`src/rtl/pair_pkg.sv`:
```
// Shared encodings and widths for the set/clear pair storage stage.
package pair_pkg;

   localparam logic [1:0] PAIR_HOLD = 2'b00;
   localparam logic [1:0] PAIR_SET  = 2'b10;
   localparam logic [1:0] PAIR_CLR  = 2'b01;
   localparam logic [1:0] PAIR_BAD  = 2'b11;

   localparam int unsigned LOAD_CNT_W = 8;

   typedef enum logic [0:0] {EMPTY, FULL} state_t;

endpackage

```
`src/rtl/pair_cell.sv`:
```
// One stored bit driven by a set/clear pair; reports conflict (11) and any
// nonzero pair to the top level.
module pair_cell
   import pair_pkg::*;
(
   input  logic       clk,
   input  logic       rst,
   input  logic [1:0] pair,
   output logic       q,
   output logic       conflict,
   output logic       nonzero
);

   logic q_d;

   always_comb begin
      q_d = q;
      case (pair)
         PAIR_SET: q_d = 1'b1;
         PAIR_CLR: q_d = 1'b0;
         default:  q_d = q;   // hold and bad pair both keep the bit
      endcase
   end

   always_ff @(posedge clk) begin
      if (rst) q <= 1'b0;
      else     q <= q_d;
   end

   assign conflict = (pair == PAIR_BAD);
   assign nonzero  = (pair != PAIR_HOLD);

endmodule

```
`src/rtl/pair_register.sv`:
```
// Registered word fed by a set/clear pair bus, offered through valid/ready,
// with sticky conflict/overrun flags and a wrapping load counter.
module pair_register
   import pair_pkg::*;
#(
   parameter int unsigned N_BITS = 16
) (
   input  logic              clk,
   input  logic              rst,
   input  logic [1:2*N_BITS] pairs,
   output logic [1:N_BITS]   q,
   output logic              q_valid,
   input  logic              q_ready,
   input  logic              clear_err,
   output logic              err_conflict,
   output logic              err_overrun,
   output logic [7:0]        load_count
);

   logic [1:N_BITS] conflict;
   logic [1:N_BITS] nonzero;

   for (genvar i = 1; i <= int'(N_BITS); i++) begin : g_cell
      pair_cell u_cell (
         .clk      (clk),
         .rst      (rst),
         .pair     ({pairs[2*i-1], pairs[2*i]}),
         .q        (q[i]),
         .conflict (conflict[i]),
         .nonzero  (nonzero[i])
      );
   end

   logic load;
   logic any_conflict;
   logic overrun;

   assign load         = |nonzero;
   assign any_conflict = |conflict;

   state_t state_q, state_d;

   logic                  conflict_q, conflict_d;
   logic                  overrun_q, overrun_d;
   logic [LOAD_CNT_W-1:0] count_q, count_d;

   always_comb begin
      state_d = state_q;
      overrun = 1'b0;
      unique case (state_q)
         EMPTY: begin
            if (load) state_d = FULL;
         end
         FULL: begin
            if (load)         overrun = !q_ready;
            else if (q_ready) state_d = EMPTY;
         end
         default: state_d = EMPTY;
      endcase
   end

   // Set wins over clear so an error in the clearing cycle is not lost.
   always_comb begin
      conflict_d = any_conflict | (conflict_q & ~clear_err);
      overrun_d  = overrun      | (overrun_q  & ~clear_err);
      count_d    = count_q + LOAD_CNT_W'(load);
   end

   always_ff @(posedge clk) begin
      if (rst) begin
         state_q    <= EMPTY;
         conflict_q <= 1'b0;
         overrun_q  <= 1'b0;
         count_q    <= '0;
      end else begin
         state_q    <= state_d;
         conflict_q <= conflict_d;
         overrun_q  <= overrun_d;
         count_q    <= count_d;
      end
   end

   assign q_valid      = (state_q == FULL);
   assign err_conflict = conflict_q;
   assign err_overrun  = overrun_q;
   assign load_count   = count_q;

endmodule

```
`config.mk`:
```
export PLATFORM = sky130hd
export DESIGN_NAME = pair_register
export DESIGN_NICKNAME = d
export VERILOG_FILES = /design/src/rtl/pair_pkg.sv /design/src/rtl/pair_cell.sv /design/src/rtl/pair_register.sv
export SDC_FILE = /design/constraint.sdc
export NUM_CORES = 1
export LEC_CHECK = 0
export ABC_AREA = 1
export BUFFER_PORTS_ARGS = -buffer_cell sky130_fd_sc_hd__buf_2
export CAP_MARGIN = 15
export CORE_MARGIN = 3
export CORE_UTILIZATION = 44
export CTS_BUF_LIST = sky130_fd_sc_hd__clkbuf_8 sky130_fd_sc_hd__clkbuf_16
export DETAILED_ROUTE_END_ITERATION = 7
export HOLD_SLACK_MARGIN = 0.1
export PLACE_DENSITY = 0.74
export SLEW_MARGIN = 20
export SYNTH_ARGS = -nofsm -noshare
export SYNTH_HDL_FRONTEND = slang
export SYNTH_SLANG_ARGS = --single-unit
export TNS_END_PERCENT = 20
```
`constraint.sdc`:
```
create_clock -name clk -period 2 [get_ports clk]
set_input_delay 0.1 -clock clk [delete_from_list [all_inputs] [get_ports clk]]
set_output_delay 0.1 -clock clk [all_outputs]
set_load 0.05 [all_outputs]
```
==> summary.md <==
The run finished with clean final reports. The post-synthesis share of cell area spent on xor and xnor gates works out to 0.00458. The total congestion overflow after global routing is 0.

Via total after detailed routing: 1,539. Traced cell by cell, the critical path runs through buf_2 -> inv_1 -> ha_1 -> nand4_1 -> nor2_1 -> nand2_1 -> ha_1 -> ha_1 -> nand3_1 -> nor2_1 -> a21oi_1 -> nor2_1. Setup repair after global routing left no endpoint under its margin. The reg2reg setup slack is 0.74 ns, and the power density of the placed cells is 591 nW/um2. Summed over all layers, the routed wires come to 3620 um.

The maximum number of pins on one net before global-route repair came out at 22. The fraction of final layout cells with drive strength greater than 1 came out at 0.246. Data on the critical path arrives at its endpoint at 1.58 ns.

For this run, the top clock speed supported by timing is 716 MHz. In this run the clock root is driven by a sky130_fd_sc_hd__clkbuf_8. Worst hold path startpoint: q_ready. The run gives 0 as the final-report hold violation count. The number of antenna diodes in the final layout is 0. Fraction of synthesized cell area taken by the top area cell type: 0.327. In the final layout, the multi-input gates occupy 1080 um2.

Dividing the detail-routed wire length by the instance count gives 10.9 um. Across all hold checks on the routed design, the worst slack comes to 0.133 ns. The count of port buffers added during placement was 62.

The net switching power was 0.471 mW. The run gives 234 as the synthesized instance count. The worst setup path is captured at a flop.

In this run the remaining antenna-violating nets after routing total 0. Clock power share: 0.245. A synthesized cell averages 8.16 um2. The first routing iteration left 47 violations.

The count of max-cap constraint violations came out at 0. The number of antenna violations at the first check in global routing was 0; the transition time at the pin with the least slew margin was 0.325 ns. In this run the number of cells on the critical path is 12. The tools report the number of nets in the layout as 371.

The run gives 0.737 as the weighted congestion at the end of routability-driven global placement. The kind of cell with the highest combined delay along the critical path is adder cells. The tools report the number of clock buffers inserted by TritonCTS as 3. By startpoint and endpoint, the worst setup path is classified as primary input to flop.

On the final layout, the worst clock skew is 0.00627 ns. The depth of the CTS H-tree was 1. sky130_fd_sc_hd__ha_1 takes more of the synthesized area than any other cell.

Summing all flip-flop and latch instances after layout gives 541 um2. The synthesized-area fraction occupied by adder cells was 0.327. The path with the worst hold slack has its endpoint at q_valid.

The endpoint identified for the worst register-to-register timing path is load_count[6]. The core region is 4090 um2. Setup total negative slack on the finished layout was measured at 0 ns. Sorting the synthesized cells by how often they occur yields 50 x sky130_fd_sc_hd__ha_1, 39 x sky130_fd_sc_hd__inv_1, 27 x sky130_fd_sc_hd__dfxtp_1, 26 x sky130_fd_sc_hd__nor2_1, 22 x sky130_fd_sc_hd__a21oi_1. The number of buffers and inverters on the critical path is 2. The number of vias per cell is 4.61, and the overall routing resource usage is 0.148. Clock-pin slew was measured on the worst setup and hold paths at 0.10 ns. Measured in cells, the most critical reg-to-reg path has a length of 7. Switching share of total power: 0.360. Source of the worst register-to-register timing path: load_count[0]. TritonCTS built the clock tree. The initialized floorplan defines 23 standard-cell rows. The highest fanout seen on the critical path was 3; the residual DRC count was 0. Along the worst hold path, the cell count comes to 4. The internal portion of total power is 0.839 mW, and the post-synthesis register bit count is 27. Number of warning messages in the yosys log: 0. After synthesis, the cell types taking the most area are sky130_fd_sc_hd__ha_1 33%, sky130_fd_sc_hd__dfxtp_1 28%, sky130_fd_sc_hd__inv_1 7.7%, sky130_fd_sc_hd__buf_4 6.3%, sky130_fd_sc_hd__a21oi_1 5.8%. The first global-routing pass estimated 6210 um of wire. The mapped netlist covers 1910 um2. For the worst setup path, the data required time is 2.18 ns. Remaining max-slew budget at the tightest pin: 0.783. The proportion of register bits with asynchronous set or reset after synthesis was 0. In this run, distinct cell masters in the synthesized netlist total 17. The floorplan step set the die height to 71.9 um.

The most repeated cell in the gate-level netlist after synthesis is sky130_fd_sc_hd__ha_1. The HPWL after detailed placement is 3070 um. The pre-antenna-repair detailed-routing pass consisted of 4 iterations. The tools report the max-slew violation count as 0. The leakage power summed over all cells is 1.24 nW, and the die extent in x is 71.9 um. The floorplan step defined a die boundary enclosing 5170 um2.

Counting flops with a built-in enable in the synthesized netlist gives 0. The synthesis-to-finish area growth was 16.0%; the part of the power in combinational logic was 0.296. Setup violations remaining at the end of the flow were counted as 0. The logs give 0.468 for the initial standard-cell utilization of the core and 399 for the filler cell count. The worst setup path is launched from a primary input. Among all stages on the critical path, the largest delay is contributed by sky130_fd_sc_hd__ha_1.

For the number of global-route vias before repair, the log shows 1,544. Post-layout minimum cycle time: 1.40 ns. The logs give 0.542 for the final core utilization and 1.31 mW for the overall power of the completed layout.

The post-synthesis share of cell area spent on and, or, nand and nor gates is 0.125. The post-synthesis mux area share is 0. The most used flip-flop cell after synthesis was sky130_fd_sc_hd__dfxtp_1. The type of the worst min-delay path was primary input to flop.

The I/O pin count came out at 63. CTS saw 27 sinks. The peak supply drop was 0.000316 V; the latest clock arrival within the worst-skew pair was 0.27 ns. The synthesized net count was 320; the synthesized-area fraction occupied by ao, oa, aoi and oai cells was 0.110. The critical path's largest stage delay was 0.21 ns.

The final period utilization is 0.698, and the portion of the post-synthesis area used by sequential elements is 0.283. For the part of the power in registers, the log shows 0.459. By area, the combinational part of the netlist is dominated by adder cells.

The maximum buffer depth of the clock tree is 2.
-- worst reg2reg max path, stage by stage (launching register included) --
cell and delay, ns:
sky130_fd_sc_hd__dfxtp_1 0.37, sky130_fd_sc_hd__ha_1 0.19, sky130_fd_sc_hd__ha_1 0.19, sky130_fd_sc_hd__nand3_1 0.11
sky130_fd_sc_hd__nor2_1 0.13, sky130_fd_sc_hd__nand3_1 0.08, sky130_fd_sc_hd__nand2_1 0.07, sky130_fd_sc_hd__nor2_1 0.04
-- metrics by stage --
step | area [um2] | worst slack (ns) | std cells
after detailed placement | 2150 | 0.312 | 328
after global routing | 2220 | 0.429 | 334
final | 2220 | 0.603 | 334
after floorplan | 1910 | 0.392 | 234
after global placement | 2150 | 0.365 | 328
after CTS | 2220 | 0.622 | 334
-- power by group through the flow --
stage                     combinational [mW]  clock, mW  sequential (mW)
after CTS                              0.394      0.336            0.602
after detailed placement               0.389          0            0.614
after floorplan                        0.288          0            0.638
after global routing                   0.431      0.358            0.608
after global placement                 0.381          0            0.613
final                                  0.388      0.321            0.601
-- worst max-delay path by stage --
stage,from,end,slack (ns)
final,pairs[1],load_count[6],0.60
after global routing,pairs[1],load_count[6],0.43
after CTS,pairs[1],load_count[6],0.62
after detailed placement,pairs[1],load_count[6],0.31
after global placement,pairs[9],load_count[6],0.36
after floorplan,load_count[0],load_count[6],0.39
-- layout make-up --
class                      count  area share
clock buffer                   3      0.0186
sequential                    27       0.244
tap                           50      0.0282
inverter                      40      0.0678
timing repair buffer          64       0.149
multi-input combinational    149       0.489
clock inverter                 1     0.00339
-- what timing repair did --
action / in CTS / in global routing
hold buffers: 2 / 0
buffers inserted: 0 / 0
hold endpoints to repair: 6 / 0
gates resized for setup: 0 / 0
-- flip-flops by register name (all words and copies together), names as in the netlist --
register,flops
err_overrun,1
q_valid,1
load_count,8
err_conflict,1
g_cell.u_cell.q,16
-- metal layers --
metal / GRT usage / wire, um / up-vias
li1: - / - / 822
met1: 0.174 / 1590 / 683
met2: 0.278 / 1830 / 32
met3: 0.0263 / 186 / 2
met4: 0.0376 / 19 / 0
met5: 0 / 0 / -
-- cell usage in the layout, fill, tap and decap left out, types with 2 or more instances in the layout --
| cell type | instances |
|---|---|
| sky130_fd_sc_hd__a21oi_1 | 22 |
| sky130_fd_sc_hd__nor2_1 | 26 |
| sky130_fd_sc_hd__o21ai_0 | 16 |
| sky130_fd_sc_hd__nand2_1 | 20 |
| sky130_fd_sc_hd__o21ai_1 | 4 |
| sky130_fd_sc_hd__dlygate4sd3_1 | 2 |
| sky130_fd_sc_hd__inv_1 | 39 |
| sky130_fd_sc_hd__nand3_1 | 3 |
| sky130_fd_sc_hd__buf_2 | 62 |
| sky130_fd_sc_hd__nand3_2 | 2 |
| sky130_fd_sc_hd__ha_1 | 50 |
| sky130_fd_sc_hd__clkbuf_8 | 3 |
| sky130_fd_sc_hd__dfxtp_1 | 27 |
| sky130_fd_sc_hd__nand4_1 | 4 |
-- cells by family after synthesis --
group	count (synthesis)
simple gates	56
compound gates	42
fa+ha+maj	50
flops	27
xor+xnor	1
buf+inv	58
Power figures use the tool's default switching activity.
